--- config.mk ---
export PLATFORM = sky130hd
export DESIGN_NAME = tdoa_scheduler_flat
export DESIGN_NICKNAME = d
export VERILOG_FILES = /design/src/rtl/tdoa_scheduler_pkg.sv /design/src/rtl/tdoa_scheduler_if.sv /design/src/rtl/tdoa_scheduler_rr_arbiter.sv /design/src/rtl/tdoa_scheduler.sv /design/src/flat_wrapper.sv
export SDC_FILE = /design/constraint.sdc
export NUM_CORES = 1
export LEC_CHECK = 0
export CAP_MARGIN = 20
export CORE_MARGIN = 2
export CORE_UTILIZATION = 52
export CTS_CLUSTER_SIZE = 30
export DETAILED_ROUTE_END_ITERATION = 10
export PLACE_DENSITY = 0.79
export SLEW_MARGIN = 10
export SYNTH_ARGS = -nofsm -noshare
export SYNTH_HDL_FRONTEND = slang
export SYNTH_SLANG_ARGS = --single-unit
--- constraint.sdc ---
create_clock -name clock -period 2.1 [get_ports clock]
set_clock_uncertainty 0.2 [all_clocks]
set_input_delay 0.315 -clock clock [delete_from_list [all_inputs] [get_ports clock]]
set_output_delay 0.315 -clock clock [all_outputs]
set_load 0.02 [all_outputs]
--- src/rtl/tdoa_scheduler_pkg.sv ---
// rtl/tdoa_scheduler_pkg.sv - shared types and constants for the TDOA engine scheduler
package tdoa_pkg;

   localparam int K_HAT_W   = 8;
   localparam int MAX_PAIRS = 8;

   typedef enum logic [3:0] {
      S_IDLE,
      S_GRANT,
      S_BUSY,
      S_STORE,
      S_ENG_RST_HI,
      S_ENG_RST_LO,
      S_ROUND_DONE,
      S_BUF_RST_HI,
      S_BUF_RST_LO
   } sched_state_t;

endpackage

--- src/rtl/tdoa_scheduler_if.sv ---
// rtl/tdoa_scheduler_if.sv - buffer/engine/aiming-side signal bundle of the scheduler
interface tdoa_scheduler_if #(
   parameter int NUM_PAIRS = 2
);
   import tdoa_pkg::*;

   localparam int SEL_W = $clog2(NUM_PAIRS);

   logic [NUM_PAIRS-1:0]         start_calc;
   logic [NUM_PAIRS-1:0]         finished_calc;
   logic [SEL_W-1:0]             sel;
   logic                         eng_ready;
   logic                         eng_done;
   logic signed [K_HAT_W-1:0]    eng_k_hat;
   logic                         eng_restart;
   logic                         buf_restart;
   logic [NUM_PAIRS*K_HAT_W-1:0] k_hat_all;
   logic                         result_valid;
   logic                         timeout;

   // Scheduler side
   modport slave (
      input  start_calc, eng_done, eng_k_hat,
      output finished_calc, sel, eng_ready, eng_restart, buf_restart,
             k_hat_all, result_valid, timeout
   );

   // Buffers, engine and aiming logic side
   modport master (
      output start_calc, eng_done, eng_k_hat,
      input  finished_calc, sel, eng_ready, eng_restart, buf_restart,
             k_hat_all, result_valid, timeout
   );
endinterface

--- src/rtl/tdoa_scheduler_rr_arbiter.sv ---
// rtl/tdoa_scheduler_rr_arbiter.sv - combinational round-robin pick over pending pairs
module rr_arbiter #(
   parameter int NUM_PAIRS = 2,
   parameter int SEL_W     = $clog2(NUM_PAIRS)
) (
   input  logic [NUM_PAIRS-1:0] pending_i,
   input  logic [SEL_W-1:0]     last_i,
   output logic [NUM_PAIRS-1:0] grant_o,
   output logic [SEL_W-1:0]     idx_o
);

   int   p;
   logic found;

   // Lowest pending index strictly after the last grant, wrapping past the top
   always_comb begin
      grant_o = '0;
      idx_o   = '0;
      found   = 1'b0;
      p       = 0;
      for (int k = 1; k <= NUM_PAIRS; k++) begin
         p = (int'(last_i) + k) % NUM_PAIRS;
         if (!found && pending_i[SEL_W'(p)]) begin
            found                  = 1'b1;
            grant_o[SEL_W'(p)]     = 1'b1;
            idx_o                  = SEL_W'(p);
         end
      end
   end

endmodule

--- src/rtl/tdoa_scheduler.sv ---
// rtl/tdoa_scheduler.sv - round-robin sharing of one TDOA engine across pair buffers (watchdog: TDOA_SCHED_TIMEOUT_EN)
module tdoa_scheduler
   import tdoa_pkg::*;
#(
   parameter int NUM_PAIRS      = 2,
   parameter int RESTART_CYCLES = 4,
   parameter int TIMEOUT_CYCLES = 1_000_000
) (
   input logic              clock,
   input logic              reset,
   tdoa_scheduler_if.slave  bus
);

   localparam int SEL_W = $clog2(NUM_PAIRS);
   localparam int CNT_W = $clog2(RESTART_CYCLES + 1);

   sched_state_t                 state_q;
   logic [NUM_PAIRS-1:0]         pending_q, pending_d;
   logic [NUM_PAIRS-1:0]         captured_q, captured_d;
   logic [SEL_W-1:0]             sel_q, last_q;
   logic [CNT_W-1:0]             rst_cnt_q;
   logic [NUM_PAIRS*K_HAT_W-1:0] stage_q, k_hat_all_q;
   logic [NUM_PAIRS-1:0]         finished_q;
   logic                         eng_ready_q, eng_restart_q, buf_restart_q;
   logic                         result_valid_q, timeout_q;
   logic [NUM_PAIRS-1:0]         grant;
   logic [SEL_W-1:0]             grant_idx;
   logic                         wd_hit;

   rr_arbiter #(.NUM_PAIRS(NUM_PAIRS), .SEL_W(SEL_W)) u_arb (
      .pending_i (pending_q),
      .last_i    (last_q),
      .grant_o   (grant),
      .idx_o     (grant_idx)
   );

   // Requests latch until their pair is stored; a captured pair ignores re-requests
   always_comb begin
      pending_d  = pending_q | (bus.start_calc & ~captured_q);
      captured_d = captured_q;
      if (state_q == S_STORE) begin
         pending_d[sel_q]  = 1'b0;
         captured_d[sel_q] = 1'b1;
      end else if (state_q == S_BUF_RST_LO) begin
         pending_d  = '0;
         captured_d = '0;
      end
   end

   // Main sequencer: grant, wait for engine, store, re-arm engine, publish round, re-arm buffers
   always_ff @(posedge clock or posedge reset) begin
      if (reset) begin
         state_q        <= S_IDLE;
         pending_q      <= '0;
         captured_q     <= '0;
         sel_q          <= '0;
         last_q         <= SEL_W'(NUM_PAIRS - 1);
         rst_cnt_q      <= '0;
         stage_q        <= '0;
         k_hat_all_q    <= '0;
         finished_q     <= '0;
         eng_ready_q    <= 1'b0;
         eng_restart_q  <= 1'b0;
         buf_restart_q  <= 1'b0;
         result_valid_q <= 1'b0;
         timeout_q      <= 1'b0;
      end else begin
         pending_q      <= pending_d;
         captured_q     <= captured_d;
         eng_ready_q    <= 1'b0;
         finished_q     <= '0;
         result_valid_q <= 1'b0;
         timeout_q      <= 1'b0;
         case (state_q)
            S_IDLE: begin
               if (wd_hit) begin
                  timeout_q     <= 1'b1;
                  buf_restart_q <= 1'b1;
                  rst_cnt_q     <= '0;
                  state_q       <= S_BUF_RST_HI;
               end else if (|grant) begin
                  sel_q       <= grant_idx;
                  last_q      <= grant_idx;
                  eng_ready_q <= 1'b1;
                  state_q     <= S_GRANT;
               end
            end
            S_GRANT: state_q <= S_BUSY;
            S_BUSY: begin
               if (bus.eng_done) begin
                  stage_q[int'(sel_q)*K_HAT_W +: K_HAT_W] <= bus.eng_k_hat;
                  finished_q[sel_q] <= 1'b1;
                  state_q           <= S_STORE;
               end
            end
            S_STORE: begin
               eng_restart_q <= 1'b1;
               rst_cnt_q     <= '0;
               state_q       <= S_ENG_RST_HI;
            end
            S_ENG_RST_HI: begin
               if (rst_cnt_q == CNT_W'(RESTART_CYCLES - 1)) begin
                  eng_restart_q <= 1'b0;
                  state_q       <= S_ENG_RST_LO;
               end else begin
                  rst_cnt_q <= rst_cnt_q + CNT_W'(1);
               end
            end
            S_ENG_RST_LO: begin
               if (&captured_q) begin
                  k_hat_all_q    <= stage_q;
                  result_valid_q <= 1'b1;
                  state_q        <= S_ROUND_DONE;
               end else begin
                  state_q <= S_IDLE;
               end
            end
            S_ROUND_DONE: begin
               buf_restart_q <= 1'b1;
               rst_cnt_q     <= '0;
               state_q       <= S_BUF_RST_HI;
            end
            S_BUF_RST_HI: begin
               if (rst_cnt_q == CNT_W'(RESTART_CYCLES - 1)) begin
                  buf_restart_q <= 1'b0;
                  state_q       <= S_BUF_RST_LO;
               end else begin
                  rst_cnt_q <= rst_cnt_q + CNT_W'(1);
               end
            end
            S_BUF_RST_LO: begin
               stage_q <= '0;
               state_q <= S_IDLE;
            end
            default: state_q <= S_IDLE;
         endcase
      end
   end

`ifdef TDOA_SCHED_TIMEOUT_EN
   logic [31:0] wd_q;

   // Round watchdog: counts while any pair is in flight, saturates at the limit
   always_ff @(posedge clock or posedge reset) begin
      if (reset) begin
         wd_q <= '0;
      end else if (state_q == S_BUF_RST_LO) begin
         wd_q <= '0;
      end else if ((|pending_q || |captured_q) && wd_q != 32'(TIMEOUT_CYCLES)) begin
         wd_q <= wd_q + 32'd1;
      end
   end

   assign wd_hit      = (state_q == S_IDLE) && (wd_q == 32'(TIMEOUT_CYCLES));
   assign bus.timeout = timeout_q;
`else
   logic unused_timeout_cfg;

   assign wd_hit             = 1'b0;
   assign bus.timeout        = 1'b0;
   assign unused_timeout_cfg = (TIMEOUT_CYCLES == 0) ^ timeout_q;
`endif

   assign bus.finished_calc = finished_q;
   assign bus.sel           = sel_q;
   assign bus.eng_ready     = eng_ready_q;
   assign bus.eng_restart   = eng_restart_q;
   assign bus.buf_restart   = buf_restart_q;
   assign bus.k_hat_all     = k_hat_all_q;
   assign bus.result_valid  = result_valid_q;

endmodule

--- src/flat_wrapper.sv ---
// flat-port wrapper written by rule: the top's interface ports become plain ports
module tdoa_scheduler_flat import tdoa_pkg::*;
#(
   parameter int NUM_PAIRS      = 2,
   parameter int RESTART_CYCLES = 4,
   parameter int TIMEOUT_CYCLES = 1_000_000
)
  (clock, reset, bus_start_calc, bus_eng_done, bus_eng_k_hat, bus_finished_calc, bus_sel, bus_eng_ready, bus_eng_restart, bus_buf_restart, bus_k_hat_all, bus_result_valid, bus_timeout);
  tdoa_scheduler_if #(.NUM_PAIRS(NUM_PAIRS)) bus_i ();
  input logic clock;
  input logic reset;
  input wire logic [$bits(bus_i.start_calc)-1:0] bus_start_calc;
  input wire logic [$bits(bus_i.eng_done)-1:0] bus_eng_done;
  input wire logic [$bits(bus_i.eng_k_hat)-1:0] bus_eng_k_hat;
  output wire logic [$bits(bus_i.finished_calc)-1:0] bus_finished_calc;
  output wire logic [$bits(bus_i.sel)-1:0] bus_sel;
  output wire logic [$bits(bus_i.eng_ready)-1:0] bus_eng_ready;
  output wire logic [$bits(bus_i.eng_restart)-1:0] bus_eng_restart;
  output wire logic [$bits(bus_i.buf_restart)-1:0] bus_buf_restart;
  output wire logic [$bits(bus_i.k_hat_all)-1:0] bus_k_hat_all;
  output wire logic [$bits(bus_i.result_valid)-1:0] bus_result_valid;
  output wire logic [$bits(bus_i.timeout)-1:0] bus_timeout;
  assign bus_i.start_calc = bus_start_calc;
  assign bus_i.eng_done = bus_eng_done;
  assign bus_i.eng_k_hat = bus_eng_k_hat;
  assign bus_finished_calc = bus_i.finished_calc;
  assign bus_sel = bus_i.sel;
  assign bus_eng_ready = bus_i.eng_ready;
  assign bus_eng_restart = bus_i.eng_restart;
  assign bus_buf_restart = bus_i.buf_restart;
  assign bus_k_hat_all = bus_i.k_hat_all;
  assign bus_result_valid = bus_i.result_valid;
  assign bus_timeout = bus_i.timeout;
  tdoa_scheduler #(.NUM_PAIRS(NUM_PAIRS), .RESTART_CYCLES(RESTART_CYCLES), .TIMEOUT_CYCLES(TIMEOUT_CYCLES)) u_core (.clock(clock), .reset(reset), .bus(bus_i));
endmodule
-- Word level (Yosys, flattened, before mapping)
Index checks and enable logic that the tools add are counted.
- shift-type cells: 2
- magnitude comparators: 6
- reduce and logical (&&, ||, !) cells: 22
- muxes and demuxes: 39
- equality and inequality tests: 14
- $add $sub $neg: 4
- bitwise operators: 7
- operators by type and width (kind ; count):
    $neg A4 Y33 ; 1
    $shift A8 B33 Y16 const A ; 1
    $shiftx A8 B33 Y16 ; 1
    $pmux W16 S2 ; 1
    $pmux W4 S8 ; 1
    $bwmux W16 ; 1
    $eq A4 B3 Y1 const B ; 4
    $mux W16 ; 1
    $mux W2 ; 8
    $mux W4 ; 4
    $mux W1 ; 15
    $reduce_and A2 Y1 ; 6
    $reduce_bool A2 Y1 ; 5
    $eq A4 B2 Y1 const B ; 2
    $lt A1 B3 Y1 const B ; 2
    $mux W3 ; 2
    $ne A2 B1 Y1 const B ; 3
    $or A2 B2 Y2 ; 3
    $pmux W3 S2 ; 1
    $reduce_or A2 Y1 ; 3
    $and A2 B2 Y2 ; 2
    $eq A4 B1 Y1 const B ; 1
    $eq A4 B4 Y1 const B ; 1
    $logic_and A1 B1 Y1 ; 4
    other kinds (13) ; 21
- output and inout port bits: 24
- word-level logic and storage cells: 107
- flip-flop bits (word level): 51
- input port bits: 13

-- Logic depth before layout (Yosys ltp)
- word-level depth: 11
- mapped depth: 6
- mapped depth without buffers: 6

-- Modules after synthesis
From an unflattened synthesis, not the netlist that was laid out.
- cell total of the unflattened synthesis: 203
- area, all modules: 2331.0 um^2
- modules (own cells, without submodules) (module ; sequential area each (um^2) ; area an instance (um^2) ; instances ; cells an instance):
    tdoa_scheduler ; 1277.5 ; 2303.5 ; 1 ; 199
    rr_arbiter ; 0.0 ; 27.5 ; 1 ; 4

-- Least setup slack after synthesis
Ideal clock, no wire load.
- path kind: reg2reg
- from: register u_core.rst_cnt_q[0]
- to: register u_core.state_q[1]
- arrival time: 1497 ps
- stages on the path, launching flop included: 7
- required time: 1775 ps
- setup slack: 279 ps
- period minus slack after synthesis: 1821 ps
- library setup time: 125 ps
- path buffers: 0
- path through: dfrtp_1 ha_1 ha_1 inv_1 nand4b_1 o31ai_1 mux2_2
- word-level cells in the longest chain between the ends: 3
- elaborated cells on any way between the ends: 4
- those cells by class: eq/ne (3); reduce/logical (1)
- ends and longest elaborated chain (what ; RTL line ; text):
    start, declared ; tdoa_scheduler.sv:21 ; logic [CNT_W-1:0] rst_cnt_q;
    start signal, assigned ; tdoa_scheduler.sv:106 ; rst_cnt_q <= rst_cnt_q + CNT_W'(1);
    start signal, assigned ; tdoa_scheduler.sv:128 ; rst_cnt_q <= rst_cnt_q + CNT_W'(1);
    $eq A3 B2 Y1 (*) ; tdoa_scheduler.sv:102, tdoa_scheduler.sv:124 ;
    $ne A2 B1 Y1 (no line) ; -- ;
    $reduce_and A4 Y1 (no line) (*) ; -- ;
    end signal, assigned ; tdoa_scheduler.sv:99 ; state_q <= S_ENG_RST_HI;
    end signal, assigned ; tdoa_scheduler.sv:104 ; state_q <= S_ENG_RST_LO;
    end signal, assigned ; tdoa_scheduler.sv:126 ; state_q <= S_BUF_RST_LO;
    end, declared ; tdoa_scheduler.sv:17 ; sched_state_t state_q;
Mark *: on every way between the ends. The rest lies on a longest branch, timed or not.
A chain may end at the register's enable or synchronous reset.

-- Final worst setup path
Ends and elaborated chain as after synthesis.

==> results.yml <==
synth:
  synthArstFlopShare_pct: 100.0
  yosysMostFrequentCell: "dfrtp_1"
  synth_area_mm2: 0.002095
  synthesis.nets: 174
  syn_inst: 159
  synth-seq-cells: 50
  synth_top_area_share_pct: 58.54
  seq_area_frac_synth_pct: 59.80
  syn_avg_cell_area_um2: 13.17
  yosys_warnings: 0
  synth_area_leader_cell: "dfrtp_1"
  synth_area_leaders: "dfrtp_1 (59%), a22o_1 (6.7%), mux2_4 (5.7%)"
  synth-edff-count: 0
  synth_common_cells: "dfrtp_1 (49), a22o_1 (16), inv_1 (11)"
  ys_types: 40
  synth_ff_type: "dfrtp_1"
critical_path:
  crit_required_ns: 2.10
  path_cells: "ha_1 -> ha_1 -> inv_1 -> nand4b_1 -> o31ai_1 -> mux2_2"
  crit_type: "register to register"
  reg2reg_slack_ns: 0.09
  cpLargestDelayFamily: "adder cells"
  crit_buf_inv: 1
  crit_fanout: 5
  start_kind: "register"
  cpPeakStageDelay_ns: 0.41
  r2r_end: "u_core.state_q[1]$_DFFE_PP0P_"
  cpMaxStageDelayCell: "dfrtp_1"
  end_kind: "register"
  cp_common_cell: "ha_1"
  r2r_start: "u_core.rst_cnt_q[0]$_DFFE_PP0P_"
  rr_worst_depth: 6
  arrival_ns: 2.00
timing:
  grt_setup_unrepaired: "false"
  setup_viol: 0
  whs_ns: 0.1289
  finalSetupTns_ns: 0
  fmax_mhz: 498.7
  slew_viol_final: 0
  fin_crit_ns: 2.005
  hold_viol_final: 0
  fin_crit_sh_pct: 95.48
global_routing:
  antenna_found_initial: 0
  grt_max_degree: 23
  grt_pass1_wl_um: 6762
  grt_pass1_vias: 1389
  grt_usage_pct: 20.09
  grt_overflow: 0
die:
  die_w_um: 67.47
  boundaryPins: 37
  die_y_um: 67.47
  core_mm2: 0.003943
  initial_core_util_pct: 53.13
  die_area_mm2: 0.004552
  fp-row-count: 23
drt:
  first_iter_violations: 49
  vias_per_cell: 5.534
  routedWlPerCell_um: 16.16
  drtPass1Iterations: 4
  wl_um: 3992
  drc: 0
  final_antenna_net_count: 0
  via_count: 1367
pwr:
  fin_total_pwr_mw: 2.436
  powerDensity_mw_per_mm2: 942.5
  vdd_ir_drop_max_mv: 0.5990
  p_leak_nw: 1.202
flow_run:
  drv_cap: 0
cts:
  path_clk_slew_ns: 0.09
  cts_tree: "built"
  cts-htree-levels: 2
  cts_hold_buf: 0
  cts.path.max_buffers: 2
  postCtsSetupBuffers: 0
  cts_sinks: 50
  worstSkewPairLatency_ns: 0.31
  post_cts_resized: 0
  numCtsBuffers: 5
  cts-root-buf: "clkbuf_8"
cells_and_area:
  num_antenna_cells: 0
  layout.nets: 211
  n_fill_cell: 297
  syn_to_final_growth_pct: 23.42
  layout-drive-gt1-share_pct: 18.78
  multi_input_area_um2: 748.2
  seq_area_mm2: 0.001252
place:
  gp_congestion: 0.8180
  portBuffers: 34
  dp_hpwl_um: 2910
worst_hold_path:
  hold_path.class: "primary input to async pin"
outcome:
  outcome: "finished clean"
==> worst register-to-register path, cell delays in order, from the launching register on <==
cell	delay [ns]
dfrtp_1	0.41
ha_1	0.21
ha_1	0.21
inv_1	0.16
nand4b_1	0.21
o31ai_1	0.13
mux2_2	0.37
==> flip-flops by register name (all words and copies together), names as in the netlist <==
name                      cells
u_core.bus.buf_restart        1
u_core.bus.eng_ready          1
u_core.bus.eng_restart        1
u_core.bus.finished_calc      2
u_core.bus.k_hat_all         16
u_core.bus.result_valid       1
u_core.bus.sel                1
u_core.captured_q             2
u_core.last_q                 1
u_core.pending_q              1
u_core.rst_cnt_q              3
u_core.stage_q               16
u_core.state_q                4
==> stage by stage <==
| stage | std cells | setup slack (ns) | cell area [um^2] | utilization, % |
|---|---|---|---|---|
| final | 247 | 0.09489 | 2585 | 65.57 |
| after global routing | 247 | 0.02167 | 2585 | 65.57 |
| after CTS | 247 | 0.09120 | 2580 | 65.44 |
| after detailed placement | 239 | 0.1091 | 2487 | 63.09 |
| after global placement | 239 | 0.1821 | 2487 | 63.09 |
| after floorplan | 159 | 0.2787 | 2095 | - |
==> layout make-up <==
type | instances | share of cell area, %
clock inverter | 3 | 0.9197
tap | 50 | 2.420
sequential | 50 | 48.45
multi-input combinational | 91 | 28.94
inverter | 11 | 1.597
timing repair buffer | 37 | 15.00
clock buffer | 5 | 2.662
==> where the power goes <==
| part | internal, mW | leakage [nW] | switching, mW |
|---|---|---|---|
| clock network | 0.238 | 0.0408 | 0.329 |
| registers | 1.11 | 0.664 | 0.159 |
| logic | 0.295 | 0.497 | 0.308 |
| total | 1.64 | 1.20 | 0.796 |
==> per-layer routing <==
metal,track usage [%],wire length (um),vias up
li1,-,-,642
met1,28.43,1777,683
met2,29.90,1956,35
met3,4.667,182,7
met4,8.163,76,0
met5,0,0,-
==> how the worst max path moves through the flow <==
stage,start,to,cells past startpoint
floorplan,u_core.rst_cnt_q[0]$_DFFE_PP0P_,u_core.state_q[1]$_DFFE_PP0P_,6
global placement,u_core.rst_cnt_q[0]$_DFFE_PP0P_,u_core.state_q[1]$_DFFE_PP0P_,6
finish,u_core.rst_cnt_q[0]$_DFFE_PP0P_,u_core.state_q[1]$_DFFE_PP0P_,6
global route,u_core.rst_cnt_q[0]$_DFFE_PP0P_,u_core.state_q[1]$_DFFE_PP0P_,6
detailed placement,u_core.rst_cnt_q[0]$_DFFE_PP0P_,u_core.state_q[1]$_DFFE_PP0P_,6
CTS,u_core.rst_cnt_q[0]$_DFFE_PP0P_,u_core.state_q[1]$_DFFE_PP0P_,6
==> placed cells by master (no fill, tap or decap), types with 3 or more instances in the layout <==
master,synthesis,routed
nand2b_1,4,4
inv_1,11,10
mux2_4,8,8
nor2_1,4,4
a22o_1,16,16
clkbuf_8,0,5
nand2_1,4,4
o22ai_1,3,3
dfrtp_1,49,49
and3_1,3,3
clkdlybuf4s50_1,0,34
a21oi_1,7,7
mux2_2,9,9
o21ai_0,4,4
==> cells by family after synthesis <==
kind of cell,after synthesis,synth area share [%]
adder cells (fa/ha/maj),2,1.195
AND/OR/NAND/NOR,29,8.483
other,1,0.1790
buffers and inverters,18,4.719
multiplexers,19,11.53
flip-flops,50,59.80
AO/OA/AOI/OAI,40,14.10
(Power assumes the default switching activity.)
